$ cat config.mk
export PLATFORM = sky130hd
export DESIGN_NAME = inst_sequencer
export DESIGN_NICKNAME = d
export VERILOG_FILES = /design/src/rtl/inst_sequencer.sv
export SDC_FILE = /design/constraint.sdc
export NUM_CORES = 1
export LEC_CHECK = 0
export CAP_MARGIN = 15
export CORE_MARGIN = 5
export CORE_UTILIZATION = 58
export CTS_BUF_LIST = sky130_fd_sc_hd__clkbuf_8
export CTS_CLUSTER_SIZE = 24
export DETAILED_ROUTE_END_ITERATION = 6
export MAX_ROUTING_LAYER = met4
export PLACE_DENSITY = 0.84
export RECOVER_POWER = 50
export SLEW_MARGIN = 25
export SYNTH_ARGS = -nofsm -noshare
export SYNTH_HDL_FRONTEND = slang
export SYNTH_SLANG_ARGS = --single-unit
$ cat constraint.sdc
create_clock -name clk -period 5.1 [get_ports clk]
set_input_delay 1.02 -clock clk [delete_from_list [all_inputs] [get_ports clk]]
set_output_delay 1.02 -clock clk [all_outputs]
set_load 0.05 [all_outputs]
$ cat src/rtl/inst_sequencer.sv
// Weight-stationary tile sequencer: drives the core's 53-bit instruction word
// through weight fetch, kernel load, activation fetch, execute and OFIFO drain.
module inst_sequencer #(
  parameter int row     = 8,
  parameter int col     = 8,
  parameter int TIMEOUT = 1024
) (
  input  logic        clk,
  input  logic        reset,
  input  logic        start,
  input  logic [10:0] cfg_w_base,
  input  logic [10:0] cfg_a_base,
  input  logic [10:0] cfg_o_base,
  input  logic [10:0] cfg_len,
  input  logic        ofifo_valid,
  output logic [52:0] inst,
  output logic        busy,
  output logic        done,
  output logic        timeout_err
);
  localparam logic [52:0] IDLE_WORD = 53'h0006_0001_800C_0000;
  localparam int          TW        = $clog2(TIMEOUT + 1);
  localparam logic [11:0] ROW       = 12'(row);
  localparam logic [11:0] COL       = 12'(col);
  localparam logic [TW-1:0] TO_LAST = TW'(TIMEOUT - 1);

  typedef enum logic [2:0] {
    S_IDLE, S_W_FETCH, S_W_LOAD, S_W_SETTLE, S_A_FETCH, S_EXEC, S_DRAIN, S_DONE
  } state_t;

  state_t        state, state_d;
  logic [11:0]   cnt, cnt_d, plen;
  logic [10:0]   written, written_d;
  logic [TW-1:0] idle, idle_d;
  logic [10:0]   w_base, a_base, o_base, len;
  logic [52:0]   inst_d;
  logic          done_d, terr_d, last;

  // Length of the timed phase currently running; fetches carry one extra
  // cycle for the SRAM read latency.
  always_comb begin
    plen = {1'b0, len};
    case (state)
      S_W_FETCH:  plen = ROW + 12'd1;
      S_W_LOAD:   plen = ROW;
      S_W_SETTLE: plen = COL;
      S_A_FETCH:  plen = {1'b0, len} + 12'd1;
      default:    plen = {1'b0, len};
    endcase
  end
  assign last = (cnt == plen - 12'd1);
  assign busy = (state != S_IDLE);

  always_comb begin
    state_d   = state;
    cnt_d     = '0;
    written_d = written;
    idle_d    = '0;
    inst_d    = IDLE_WORD;
    done_d    = 1'b0;
    terr_d    = timeout_err;
    case (state)
      S_IDLE: if (start) begin
        terr_d    = 1'b0;
        written_d = '0;
        state_d   = (cfg_len == 11'd0) ? S_DONE : S_W_FETCH;
      end
      S_W_FETCH: begin
        inst_d[35] = 1'b1;
        inst_d[34] = 1'b1;
        if (cnt < ROW) begin
          inst_d[32]    = 1'b0;
          inst_d[30:20] = w_base + cnt[10:0];
        end
        if (cnt != 12'd0) inst_d[2] = 1'b1;
        cnt_d = last ? 12'd0 : cnt + 12'd1;
        if (last) state_d = S_W_LOAD;
      end
      S_W_LOAD: begin
        inst_d[35] = 1'b1;
        inst_d[3]  = 1'b1;
        inst_d[0]  = 1'b1;
        cnt_d = last ? 12'd0 : cnt + 12'd1;
        if (last) state_d = S_W_SETTLE;
      end
      S_W_SETTLE: begin
        inst_d[35] = 1'b1;
        cnt_d = last ? 12'd0 : cnt + 12'd1;
        if (last) state_d = S_A_FETCH;
      end
      S_A_FETCH: begin
        inst_d[35] = 1'b1;
        if (cnt < {1'b0, len}) begin
          inst_d[19]   = 1'b0;
          inst_d[17:7] = a_base + cnt[10:0];
        end
        if (cnt != 12'd0) inst_d[2] = 1'b1;
        cnt_d = last ? 12'd0 : cnt + 12'd1;
        if (last) state_d = S_EXEC;
      end
      S_EXEC: begin
        inst_d[35] = 1'b1;
        inst_d[3]  = 1'b1;
        inst_d[1]  = 1'b1;
        cnt_d = last ? 12'd0 : cnt + 12'd1;
        if (last) state_d = S_DRAIN;
      end
      S_DRAIN: begin
        inst_d[35] = 1'b1;
        if (ofifo_valid && (written < len)) begin
          inst_d[6]     = 1'b1;
          inst_d[50]    = 1'b0;
          inst_d[49]    = 1'b0;
          inst_d[48:38] = o_base + written;
          written_d     = written + 11'd1;
          if (written + 11'd1 == len) state_d = S_DONE;
        end else begin
          idle_d = idle + 1'b1;
          // Core stopped producing: abandon the remaining words.
          if (idle == TO_LAST) begin
            terr_d  = 1'b1;
            state_d = S_DONE;
          end
        end
      end
      S_DONE: begin
        done_d  = 1'b1;
        state_d = S_IDLE;
      end
      default: state_d = S_IDLE;
    endcase
  end

  always_ff @(posedge clk or posedge reset) begin
    if (reset) begin
      state       <= S_IDLE;
      cnt         <= '0;
      written     <= '0;
      idle        <= '0;
      inst        <= IDLE_WORD;
      done        <= 1'b0;
      timeout_err <= 1'b0;
      w_base      <= '0;
      a_base      <= '0;
      o_base      <= '0;
      len         <= '0;
    end else begin
      state       <= state_d;
      cnt         <= cnt_d;
      written     <= written_d;
      idle        <= idle_d;
      inst        <= inst_d;
      done        <= done_d;
      timeout_err <= terr_d;
      if (state == S_IDLE && start) begin
        w_base <= cfg_w_base;
        a_base <= cfg_a_base;
        o_base <= cfg_o_base;
        len    <= cfg_len;
      end
    end
  end
endmodule

==> results.md, run 1 <==
* Post-Syn Instances at about 790
* Hold Violations, Final at 0
* GR Util met2 at 36.60%
* Clock Sinks at between 100 and 150
* Reg2Reg Setup Slack at slightly above 800 ps
* LEAKAGE at around 4.4 nW
* Syn Area/Cell at approximately 10 µm²
* Diode count at 0
* Power share of the combinational group at under 10%
* Final max-slew violation count at around 110
* Worst-Margin Slew at about 2800 ps
* CP Cell Sequence: nand2_1 > nor2_1 > o21ai_0 > o211ai_1 > ha_1 > and3_1 > xnor3_1 > or3_4 > a2111oi_4 > nand3_1 > o21ai_1 > nor2_1
* Fmax at ~230 MHz
* CP Launch Type: flip-flop
* Routed len/inst at about 17 µm
* Status: finished, violations left
* Worst Skew at ~9.5 ps
* Vias per cell at just under 6
* Worst Hold End: idle[0]$_DFF_PP0_
* Max_cap viols at 2
* DP Wirelength at between 10 and 15 mm
* Die H at approximately 130 µm
* Sw frac at 22.27%
* DRT iter0 DRCs at around 520
* Gp weighted congestion at roughly 0.89
* Sequential area share after synthesis at a little over 40%
* Tmin final at around 4300 ps
* Largest stage delay on the critical path at 1030 ps
* IR Drop Worst-Case VDD at roughly 0.17 mV
* Nets at slightly below 1,000
* Clock Path Buffers at 2
* Most common cell after layout, fill and taps aside: dfrtp_1
* Power share of the clock group at approximately half
* Slowest cell on the critical path: dfrtp_1
* DR pass1 iterations at 5
* Cell count of the worst reg-to-reg path at 12
* Worst-Skew Late Latency at about 450 ps
* Via count at just over 6,000
* Worst slew margin at -87.28%
* IO Pins at roughly 100
* TritonCTS buffer count at 17
* Vias in the first global route at about 5,900
* WL final at approximately 18 mm
* CP most frequent cell: nor2_1
* Hold Path Depth at 1
* Unique masters post-synth at 74
* Min-delay src: idle[0]$_DFF_PP0_
* Num rows at 42
* Unrepaired setup endpoints after global routing: no
* Pin count of the biggest net entering global routing at slightly below 70
* CTS H-tree depth at 4
* Fill cell count at ~1,000
* Post-CTS Setup Bufs at 0
* Worst setup EP type: flip-flop
* Ratio of cells with drive above 1 in the final layout at 9.944%
* Post-synth EDFFs at 0
* Gr usage total at 24.10%
* DRC Markers at 0
* Core box area at ~13,000 µm²
* Commonest non-fill, non-tap cells in the layout: dfrtp_1 (123), clkdlybuf4s50_1 (89), nor2_1 (77), ha_1 (57), xnor2_1 (54)
* Reg-to-reg endpoint: cnt[5]$_DFF_PP0_
* CP bufs+invs at 0
* Layout area overhead at 18.73%
* Total power at about 2.1 mW
* GR Util met1 at between 30% and 40%
* Reg clk slew, reported paths at 80 ps
* Critical path required time at 5410 ps
* CTS tree: yes
* CTS Hold Bufs at 0
* GR Overflow Total at 0
* Top Family by Delay on Critical Path: compound AO/OA/AOI/OAI gates
* Hold Crit Class: reg2reg
* Crit-path max FO at 38
* Critical Path AT at roughly 4600 ps
* Synth Flop Type: dfrtp_1
* Initial antenna violation count at 0
* Critical path type: reg2reg
* Tcrit/Tclk final at a little over four fifths
* Routed Antenna Nets at 0
* Root buffer cell: clkbuf_8
* Final setup fails at 0
* #FFs+latches synth at between 100 and 150
* PostCTS Resize Cnt at 0
* Worst r2r src: state[2]$_DFFE_PP0P_
* Internal power at 1.614 mW
* Gr busiest metal: met2
* Die X at between 100 and 150 µm
* Post-synth ARST share at 100.0%
* First-pass GRT wire length at between 20 and 30 mm
* Failing checks: max-capacitance violations, max-slew violations
* P_sw at around 0.46 mW
* DIE AREA at ~16,000 µm²
* Pwr dens at around 230 nW/µm²
* Register share of total power at about half
* Mapped cell area at 7742 µm²
* Synth warnings at 0
* Initial Util at 58.70%
* Final TNS setup at 0 ps
* M3 GR Usage at under 10%
* Port-buffer cells at between 90 and 100
## state kept, by name (all words and copies together) (netlist names), 11 cells and up
signal   flops
a_base      11
cnt         12
idle        11
inst        43
len         11
o_base      11
w_base      11
written     11
## worst max-delay path by stage
| stage | start | end | slack, ps | cells after the start |
|---|---|---|---|---|
| finish | state[2]$_DFFE_PP0P_ | cnt[5]$_DFF_PP0_ | 820 | 12 |
| global route | state[2]$_DFFE_PP0P_ | cnt[9]$_DFF_PP0_ | 490 | 12 |
| CTS | state[2]$_DFFE_PP0P_ | cnt[5]$_DFF_PP0_ | 910 | 12 |
| detailed placement | state[2]$_DFFE_PP0P_ | cnt[5]$_DFF_PP0_ | 920 | 12 |
| global placement | state[2]$_DFFE_PP0P_ | cnt[2]$_DFF_PP0_ | 1070 | 12 |
| floorplan | reset | a_base[0]$_DFFE_PP0P_ | 730 | 1 |
## cells in the mapped netlist, drive strengths merged, types with 6 or more instances
master    n  area [µm²]
nand3    31       155.2
nor4      7       43.79
a21o     12       90.09
mux2i     6       60.06
nand2    48       180.2
or2       6       40.04
and3     22       137.6
buf      23       160.2
a21oi    31       158.9
inv      40       150.1
nand4     6       43.79
xnor2    54       473.0
o21bai   13       97.59
mux2     36       409.1
nor2     77       289.0
xor2     29       254.0
o21ai    40       200.2
clkbuf   17       63.81
nor3     25       125.1
dfrtp   123        3078
ha       57       713.2
nor2b     6       37.54
## worst register-to-register path: stages (launching register included)
cell       delay, ps
dfrtp_1         1030
nand2_1          230
nor2_1           140
o21ai_0          130
o211ai_1         160
ha_1             260
and3_1           230
xnor3_1          330
or3_4            350
a2111oi_4        380
nand3_1          150
o21ai_1          640
nor2_1           120
## metrics by stage
step | instances | setup slack (ps) | hold slack [ps] | area, µm² | utilization, %
finish | 1061 | 817.5 | 481.5 | 9193 | 69.69
floorplan | 796 | 729.0 | 453.5 | 7769 | -
detailed placement | 1029 | 921.5 | 474.6 | 8745 | 66.30
global route | 1061 | 489.9 | 517.4 | 9193 | 69.69
global placement | 1029 | 1073 | 473.5 | 8745 | 66.30
CTS | 1061 | 911.9 | 484.7 | 9198 | 69.73
## kinds of logic (layout without fill, tap and decap cells)
group / after synthesis / count (layout) / share of synthesized area (%)
AO/OA/AOI/OAI: 140 / 140 / 12.22
XOR/XNOR: 84 / 84 / 9.680
adder cells (fa/ha/maj): 60 / 60 / 9.987
buffers and inverters: 80 / 169 / 4.832
flip-flops: 126 / 126 / 40.77
multiplexers: 42 / 42 / 6.060
other: 2 / 9 / 0.09700
AND/OR/NAND/NOR: 255 / 255 / 16.35
## power by group through the flow
stage | combinational, mW | clock (mW) | sequential (mW)
after detailed placement | 0.0791 | 0 | 1.02
final | 0.0776 | 1.00 | 0.999
after global placement | 0.0783 | 0 | 1.02
after floorplan | 0.0362 | 0 | 1.02
after CTS | 0.0794 | 1.02 | 0.998
after global routing | 0.0851 | 1.06 | 0.998
## layer usage
layer | up-vias | routed length [µm]
li1 | 2919 | -
met1 | 2922 | 7855
met2 | 235 | 8260
met3 | 40 | 1210
met4 | 0 | 496
met5 | - | 0
## final cells by class
type                            instances  area (µm²)  area share (%)
Clock inverter                         15       219.0           2.382
Multi-Input combinational cell        590        4239           46.11
Inverter                               40       151.4           1.647
Sequential cell                       126        3157           34.34
Tap cell                              176       220.2           2.396
Clock buffer                           17       234.0           2.545
Timing Repair Buffer                   97       972.2           10.58
Note: power is estimated with default switching activity, not from simulation.
==> run 2: changes to the inputs <==
--- a/config.mk
+++ b/config.mk
@@ -7,12 +7,12 @@
 export LEC_CHECK = 0
 export CAP_MARGIN = 15
 export CORE_MARGIN = 5
-export CORE_UTILIZATION = 58
+export CORE_UTILIZATION = 52
 export CTS_BUF_LIST = sky130_fd_sc_hd__clkbuf_8
 export CTS_CLUSTER_SIZE = 24
 export DETAILED_ROUTE_END_ITERATION = 6
 export MAX_ROUTING_LAYER = met4
-export PLACE_DENSITY = 0.84
+export PLACE_DENSITY = 0.79
 export RECOVER_POWER = 50
 export SLEW_MARGIN = 25
 export SYNTH_ARGS = -nofsm -noshare
==> constraint.sdc (replaced) <==
create_clock -name clk -period 3.77 [get_ports clk]
set_input_delay 0.754 -clock clk [delete_from_list [all_inputs] [get_ports clk]]
set_output_delay 0.754 -clock clk [all_outputs]
set_load 0.05 [all_outputs]
==> results.md, run 2 (synthesized netlist as in run 1, its figures left out) <==
* Status: finished, violations left
* Failing checks: max-capacitance violations, max-slew violations
* Core box area at 14,590 µm²
* Power share of the clock group at between 40% and 50%
* LEAKAGE at 4.395 nW
* Die H at ~130 µm
* Final max-slew violation count at between 70 and 80
* Clock Sinks at ~130
* Tcrit/Tclk final at about nine tenths
* Final setup fails at 0
* Via count at 5,994
* Max_cap viols at 1
* Initial antenna violation count at 0
* Max FFs per register at 43
* Tmin final at around 3400 ps
* Top reg by flops: inst
* Gp weighted congestion at between 0.8 and 0.9
* Pin count of the biggest net entering global routing at 73
* Largest stage delay on the critical path at 500 ps
* DIE AREA at approximately 17,000 µm²
* Top Family by Delay on Critical Path: simple AND/OR/NAND/NOR gates
* Crit-path max FO at 11
* Reg clk slew, reported paths at around 80 ps
* CTS tree: yes
* Critical Path AT at ~3800 ps
* CTS Hold Bufs at 0
* DRC Markers at 0
* Register area at ~3200 µm²
* Cell count of the worst reg-to-reg path at 11
* Min-delay src: idle[0]$_DFF_PP0_
* Commonest non-fill, non-tap cells in the layout: dfrtp_1 (123), clkdlybuf4s50_1 (93), nor2_1 (77), ha_1 (57), xnor2_1 (54)
* Layout area overhead at 18.94%
* Routed Antenna Nets at 0
* Post-CTS Setup Bufs at 0
* Hold Crit Class: reg2reg
* Pre-CTS setup slack at 371.5 ps
* Slowest cell on the critical path: dfrtp_1
* Routed len/inst at approximately 17 µm
* Initial Util at 53.07%
* Vias in the first global route at around 6,000
* Unrepaired setup endpoints after global routing: no
* Post-route worst setup slack at roughly 330 ps
* Num rows at 44
* Register share of total power at roughly 50%
* Reg-to-reg endpoint: state[2]$_DFFE_PP0P_
* IO Pins at around 100
* PostCTS Resize Cnt at 0
* Worst-Skew Late Latency at roughly 460 ps
* Worst Skew at between 8 and 9 ps
* IR Drop Worst-Case VDD at roughly 0.25 mV
* Hold Violations, Final at 0
* DR pass1 iterations at 5
* Die X at between 100 and 150 µm
* Sw frac at a little under a quarter
* Vias per cell at approximately 5.6
* Area of the multi-input gates at 4245 µm²
* CP Launch Type: flip-flop
* Worst-Margin Slew at between 1500 and 2000 ps
* CTS H-tree depth at 4
* Gr usage total at between 20% and 30%
* Critical path required time at between 4000 and 5000 ps
* Worst r2r src: len[0]$_DFFE_PP0P_
* Pwr dens at roughly 300 nW/µm²
* First-pass GRT wire length at roughly 30 mm
* Clock Path Buffers at 2
* Ratio of cells with drive above 1 in the final layout at 10.66%
* WL final at between 15 and 20 mm
* Root buffer cell: clkbuf_8
* Internal power at about 2.1 mW
* CP most frequent cell: ha_1
* DRT iter0 DRCs at 420
* Fmax at just under 300 MHz
* Nets at slightly below 1,000
* Fill cell count at around 1,200
* CP Cell Sequence: ha_1 > mux2i_1 > mux2_4 > ha_1 > and3_1 > xnor3_1 > or3_4 > a2111oi_4 > nand4_2 > or2_4 > a311oi_2
* Largest regs: inst x43, cnt x12
* GR Overflow Total at 0
* Critical path type: reg2reg
* DP Wirelength at 12.69 mm
* CP bufs+invs at 0
* Port-buffer cells at 94
* Hold Path Depth at 1
* Most common cell after layout, fill and taps aside: dfrtp_1
* Worst slew margin at -1.976%
* Worst Hold End: idle[0]$_DFF_PP0_
* P_sw at between 0.6 and 0.7 mW
* TritonCTS buffer count at 17
* Diode count at 0
* Reg2Reg Setup Slack at 330 ps
* Worst setup EP type: flip-flop
* Final TNS setup at 0 ps
* Power share of the combinational group at 3.8%
-- run 2: how the worst max path moves through the flow --
stage | startpoint | endpoint | slack (ps) | cells past startpoint
3_5_place_dp | len[0]$_DFFE_PP0P_ | state[2]$_DFFE_PP0P_ | 370 | 11
5_1_grt | reset | inst[16]$_DFF_PP0_ | 140 | 3
3_3_place_gp | len[0]$_DFFE_PP0P_ | state[2]$_DFFE_PP0P_ | 420 | 11
4_1_cts | len[0]$_DFFE_PP0P_ | state[2]$_DFFE_PP0P_ | 340 | 11
2_1_floorplan | state[2]$_DFFE_PP0P_ | state[2]$_DFFE_PP0P_ | 420 | 14
6_report | len[0]$_DFFE_PP0P_ | state[2]$_DFFE_PP0P_ | 330 | 11
-- run 2: layout make-up --
type	count	share of cell area [%]
clock buffer	19	2.840
clock inverter	12	1.739
inverter	40	1.644
multi-input combinational	590	46.10
sequential	126	34.28
tap	184	2.500
timing repair buffer	104	10.90
-- run 2: through the flow --
stage	util [%]	area (µm²)	power [mW]	hold WS, ps	instances
finish	63.12	9209	2.712	487.3	1075
global route	63.12	9209	2.811	508.5	1075
CTS	63.27	9230	2.742	490.4	1075
detailed placement	60.38	8808	1.485	479.5	1044
global placement	60.38	8808	1.486	475.5	1044
floorplan	-	7772	1.427	453.5	796
-- run 2: power by group through the flow --
stage	sequential, mW	combinational, mW	clock, mW
final	1.35	0.103	1.26
after global routing	1.35	0.114	1.35
after CTS	1.35	0.108	1.28
after detailed placement	1.38	0.108	0
after global placement	1.38	0.108	0
after floorplan	1.38	0.0493	0
-- run 2: routing by layer --
metal  share of wire, %  GRT usage (%)  up-vias
li1                   -              -     2930
met1                 47          29.59     2868
met2                 46          33.35      170
met3                5.1          4.656       26
met4                1.9          7.029        0
met5                  0              -        -
